`src/rtl/frame_sync_pkg.sv`:
```
// Shared types and default framing constants for the frame sync controller.
package frame_sync_pkg;

  typedef enum logic [1:0] {
    HUNT    = 2'd0,
    PAYLOAD = 2'd1,
    HOLD    = 2'd2
  } state_t;

  localparam int unsigned DEF_SYNC_LEN    = 4;
  localparam logic [3:0]  DEF_SYNC_WORD   = 4'b1101;
  localparam int unsigned DEF_PAYLOAD_LEN = 8;

endpackage

```
`src/rtl/frame_sync_ctrl_sync_match.sv`:
```
// Sync-word history, fill counter and comparator; match is combinational on the current bit.
module sync_match
  import frame_sync_pkg::*;
#(
  parameter int unsigned           SYNC_LEN  = DEF_SYNC_LEN,
  parameter logic [SYNC_LEN-1:0]   SYNC_WORD = DEF_SYNC_WORD
) (
  input  logic clk,
  input  logic reset,
  input  logic clear,
  input  logic bit_valid,
  input  logic seq_in,
  output logic match
);

  localparam int unsigned FW = $clog2(SYNC_LEN + 1);

  logic [SYNC_LEN-1:0] hist;
  logic [SYNC_LEN-1:0] shifted;
  logic [FW-1:0]       fill;

  assign shifted = {hist[SYNC_LEN-2:0], seq_in};

  // The current bit counts toward the fill, so SYNC_LEN-1 earlier bits suffice.
  assign match = bit_valid && (shifted == SYNC_WORD) && (fill >= FW'(SYNC_LEN - 1));

  always_ff @(posedge clk) begin
    if (reset || clear) begin
      hist <= '0;
      fill <= '0;
    end else if (bit_valid) begin
      hist <= shifted;
      if (fill != FW'(SYNC_LEN)) fill <= fill + FW'(1);
    end
  end

endmodule

```
`src/rtl/frame_sync_ctrl.sv`:
```
// Frames a serial stream: hunt for sync word, capture payload, hold it for the consumer.
module frame_sync_ctrl
  import frame_sync_pkg::*;
#(
  parameter int unsigned           SYNC_LEN    = DEF_SYNC_LEN,
  parameter logic [SYNC_LEN-1:0]   SYNC_WORD   = DEF_SYNC_WORD,
  parameter int unsigned           PAYLOAD_LEN = DEF_PAYLOAD_LEN,
  parameter int unsigned           CNT_W       = 8
) (
  input  logic                   clk,
  input  logic                   reset,
  input  logic                   seq_in,
  input  logic                   bit_valid,
  output logic [PAYLOAD_LEN-1:0] frame_data,
  output logic                   frame_valid,
  input  logic                   frame_ready,
  output logic                   sync_seen,
  output logic                   in_frame,
  output logic [CNT_W-1:0]       frame_count,
  output logic [CNT_W-1:0]       drop_count
);

  localparam int unsigned PCW = $clog2(PAYLOAD_LEN + 1);

  state_t                 state;
  logic [PCW-1:0]         bit_cnt;
  logic [PAYLOAD_LEN-1:0] payload_sr;
  logic [PAYLOAD_LEN-1:0] payload_next;
  logic                   raw_match;
  logic                   hunt_match;
  logic                   clear;

  // History is held clear outside HUNT so every return to HUNT starts fresh.
  assign clear        = (state != HUNT);
  assign hunt_match   = raw_match && (state == HUNT);
  assign payload_next = (payload_sr << 1) | PAYLOAD_LEN'(seq_in);

  sync_match #(
    .SYNC_LEN  (SYNC_LEN),
    .SYNC_WORD (SYNC_WORD)
  ) u_sync_match (
    .clk       (clk),
    .reset     (reset),
    .clear     (clear),
    .bit_valid (bit_valid),
    .seq_in    (seq_in),
    .match     (raw_match)
  );

  always_ff @(posedge clk) begin
    if (reset) begin
      state       <= HUNT;
      bit_cnt     <= '0;
      payload_sr  <= '0;
      frame_data  <= '0;
      frame_valid <= 1'b0;
      sync_seen   <= 1'b0;
      in_frame    <= 1'b0;
      frame_count <= '0;
      drop_count  <= '0;
    end else begin
      sync_seen <= 1'b0;
      case (state)
        HUNT: begin
          if (hunt_match) begin
            state     <= PAYLOAD;
            bit_cnt   <= '0;
            sync_seen <= 1'b1;
            in_frame  <= 1'b1;
          end
        end
        PAYLOAD: begin
          if (bit_valid) begin
            payload_sr <= payload_next;
            if (bit_cnt == PCW'(PAYLOAD_LEN - 1)) begin
              frame_data  <= payload_next;
              frame_valid <= 1'b1;
              in_frame    <= 1'b0;
              state       <= HOLD;
            end else begin
              bit_cnt <= bit_cnt + PCW'(1);
            end
          end
        end
        HOLD: begin
          if (bit_valid && (drop_count != {CNT_W{1'b1}}))
            drop_count <= drop_count + CNT_W'(1);
          if (frame_ready) begin
            frame_valid <= 1'b0;
            frame_count <= frame_count + CNT_W'(1);
            state       <= HUNT;
          end
        end
        default: begin
          state       <= HUNT;
          frame_valid <= 1'b0;
          in_frame    <= 1'b0;
        end
      endcase
    end
  end

endmodule

```
`config.mk`:
```
export PLATFORM = sky130hd
export DESIGN_NAME = frame_sync_ctrl
export DESIGN_NICKNAME = d
export VERILOG_FILES = /design/src/rtl/frame_sync_pkg.sv /design/src/rtl/frame_sync_ctrl_sync_match.sv /design/src/rtl/frame_sync_ctrl.sv
export SDC_FILE = /design/constraint.sdc
export NUM_CORES = 1
export LEC_CHECK = 0
export CAP_MARGIN = 40
export CORE_MARGIN = 2
export CORE_UTILIZATION = 30
export CTS_CLUSTER_DIAMETER = 60
export CTS_CLUSTER_SIZE = 24
export DETAILED_ROUTE_END_ITERATION = 7
export PLACE_DENSITY_LB_ADDON = 0.1
export SYNTH_ARGS = -nofsm -noshare
export SYNTH_HDL_FRONTEND = slang
export SYNTH_SLANG_ARGS = --single-unit
```
`constraint.sdc`:
```
create_clock -name clk -period 2.3 [get_ports clk]
set_input_delay 0.575 -clock clk [delete_from_list [all_inputs] [get_ports clk]]
set_output_delay 0.575 -clock clk [all_outputs]
set_load 0.1 [all_outputs]
```
==> results.json <==
{
  "cts_hold_buf": 0,
  "die_x_microns": 85.1,
  "synth_nets": 225,
  "min_from": "u_sync_match.hist[2]$_SDFFE_PP0P_",
  "vias_per_cell": 4.78,
  "outcome": "finished, final reports clean",
  "layout_min_cycle_time_ns": 2.08,
  "postRouteAntennaNets": 0,
  "cts.clk_slew.worst_paths_ns": 0.08,
  "cts_repair_resize_count": 0,
  "crit_buf_inv": 1,
  "internal_power_uw": 1150,
  "finalWirelength_microns": 4120,
  "placed_area_sq_um": 2340,
  "hold_violations": 0,
  "port_buffers": 31,
  "cp-start-kind": "input pin",
  "worst_pin_slew_ns": 0.379,
  "max-vdd-ir-drop_mv": 0.244,
  "clkLatencyLatePin_ns": 0.30,
  "max_freq_mhz": 482,
  "row_count": 29,
  "synth_area_sq_um": 1970,
  "pwr-share-comb_pct": 4.0,
  "cp-end-kind": "register",
  "via_count": 1572,
  "start_util_pct": 31.1,
  "critical_path.max_fanout": 4,
  "tritoncts": "done",
  "final_nets": 262,
  "drc_errors": 0,
  "synth-compound-area-share_pct": 9.71,
  "grt_pass1_vias": 1479,
  "drt_iter0_markers": 60,
  "drive_gt1_share_pct": 18.7,
  "pin_count": 32,
  "die_area_sq_um": 7240,
  "drv_cap": 0,
  "yosys.area_share.simple_pct": 22.1,
  "core_sq_um": 6350,
  "grt_pass1_wl_microns": 7180,
  "synth_seq_cells": 46,
  "min_path_type": "register to register",
  "async_flop_share_pct": 0,
  "synth-main-ff-cell": "dfxtp_1",
  "synthAdderAreaFrac_pct": 3.81,
  "worstPathRequired_ns": 2.49,
  "drtPass1Iterations": 4,
  "cts_buffers": 5,
  "cp.arrival_ns": 2.27,
  "cts_setup_buffers": 0,
  "p_seq_share_pct": 55.1,
  "powerDensity_nw_per_um2": 599,
  "yosys_warnings": 0,
  "synth_edf_count": 0,
  "antenna_found_initial": 0,
  "avgSynthCellArea_sq_um": 9.21,
  "yosysSeqAreaShare_pct": 46.7,
  "cts_root_buffer": "clkbuf_8",
  "fin_area_sq_um": 2450,
  "critical_path.max_stage_delay_ns": 0.52,
  "slew_headroom_pct": 74.5,
  "p_clk_share_pct": 40.9,
  "syn-instance-count": 214,
  "cpLargestDelayFamily": "compound AO/OA/AOI/OAI gates",
  "area_growth_pct": 24.1,
  "maxSlewViolCount": 0,
  "swShare_pct": 21.5,
  "antenna_cells": 0,
  "grtUsageTotal_pct": 12.4,
  "r2r-start": "u_sync_match.fill[0]$_SDFFE_PP0P_",
  "grt_overflow": 0,
  "cts_buffer_depth": 2,
  "critPathKind": "input pin to register",
  "tns_ns": 0,
  "synth_top_family_by_area": "simple AND/OR/NAND/NOR gates",
  "final-setup-viol-count": 0,
  "grt_max_degree": 26,
  "fin_crit_sh_pct": 90.3,
  "crit_start": "bit_valid",
  "p_leak_uw": 0.00103,
  "finalPower_uw": 1470,
  "synthMuxAreaShare_pct": 9.14,
  "cts_max_level": 2,
  "ys_types": 38,
  "hpwl_microns": 2870,
  "cts_sinks": 46,
  "gp_routability_congestion": 0.705,
  "switchingPower_uw": 315,
  "synthXorXnorAreaFrac_pct": 4.44,
  "routedWlPerCell_microns": 12.5,
  "critical_path.slowest_cell": "or4_4",
  "rsz0062_at_grt": "false",
  "finClkSkew_ns": 0.00615,
  "path_cells": "clkdlybuf4s50_1 > nand2_1 > or4_4 > o311a_4 > a211o_1",
  "die_h_microns": 85.1
}
==> final timing paths <==
path | endpoint | slack [ns] | cells after the start
worst max-delay path | bit_cnt[2]$_SDFFE_PP0P_ | 0.22 | 5
worst min-delay path | u_sync_match.hist[2]$_SDFFE_PP0P_ | 0.49 | 2
worst max register to register | bit_cnt[2]$_SDFFE_PP0P_ | 0.36 | 6
worst min register to register | u_sync_match.hist[2]$_SDFFE_PP0P_ | 0.49 | 2
==> cell families after synthesis <==
kind of cell             after synthesis
adder cells (fa/ha/maj)                6
multiplexers                          18
AO/OA/AOI/OAI                         27
buffers and inverters                 19
XOR/XNOR                              10
AND/OR/NAND/NOR                       88
flip-flops                            46
==> metrics by stage <==
step | setup slack (ns) | hold slack (ns) | std cells | util, %
floorplan | 0.0606 | 0.444 | 214 | -
global placement | -0.0799 | 0.471 | 321 | 36.8
detailed placement | -0.0939 | 0.474 | 321 | 36.8
CTS | 0.236 | 0.487 | 329 | 38.5
global route | 0.177 | 0.498 | 329 | 38.5
finish | 0.224 | 0.494 | 329 | 38.5
==> synth_stat cells, drive strengths merged (5+ instances only) <==
| master | n | area share, % |
|---|---|---|
| mux2i | 18 | 9.1 |
| dfxtp | 46 | 47 |
| ha | 6 | 3.8 |
| nor3 | 7 | 1.8 |
| inv | 9 | 1.7 |
| xnor2 | 6 | 2.7 |
| a21oi | 7 | 1.8 |
| nand3 | 9 | 2.3 |
| nor2 | 38 | 7.2 |
| nand2 | 10 | 1.9 |
| buf | 7 | 1.8 |
| a211oi | 5 | 1.9 |
==> layer usage <==
metal,routed length (microns),GRT usage (%),part of all wire (%)
met1,2170,17.3,53
met2,1690,17.9,41
met3,182,3.50,4.4
met4,72,5.19,1.7
met5,0,0,0
==> power by group through the flow <==
stage | sequential [uW] | clock [uW] | combinational (uW)
after detailed placement | 827 | 0 | 59.5
after global routing | 809 | 655 | 68.5
after floorplan | 825 | 0 | 35.4
after global placement | 827 | 0 | 58.8
after CTS | 808 | 635 | 59.6
final | 808 | 600 | 58.4
==> state kept, by name, summed over array words and instances, names as in the netlist <==
name,flops
frame_data,8
u_sync_match.hist,3
u_sync_match.fill,3
sync_seen,1
payload_sr,7
frame_valid,1
in_frame,1
drop_count,8
frame_count,8
bit_cnt,4
state,2
==> cell usage in the layout (no fill, tap or decap), types with 2 or more instances in the layout <==
cell type,Yosys,final
a211o_1,2,2
a211oi_1,5,5
a21boi_0,2,2
a21oi_1,7,7
a31oi_1,3,3
and3_1,3,3
and3b_1,2,2
and4_1,2,2
buf_4,1,36
clkbuf_8,0,5
clkdlybuf4s50_1,0,4
dfxtp_1,46,46
ha_1,6,6
inv_1,9,9
mux2i_1,18,18
nand2_1,10,10
nand2b_1,2,2
nand3_1,9,9
nand3b_1,2,2
nand4_1,2,2
nor2_1,38,38
nor3_1,7,6
nor4_1,3,3
o21ai_0,4,4
or3_1,2,2
xnor2_1,6,6
xor2_1,4,4
==> worst reg2reg max path: cells and delay by family, from the launching register on <==
family | cells | cell delay, ns
AOI/OAI and AO/OA | 3 | 0.69
adders and majority gates | 2 | 0.30
DFF | 1 | 0.40
and+or+nand+nor | 1 | 0.44
==> final cells by class <==
type / instances / area, sq um
inverters: 9 / 33.8
well taps: 77 / 96.3
multi-input cells: 149 / 976
flip-flops and latches: 46 / 921
repair buffers: 40 / 310
fillers: 644 / 3900
clock buffers: 6 / 72.6
clock inverters: 2 / 37.5
Power figures use the tool's default switching activity.
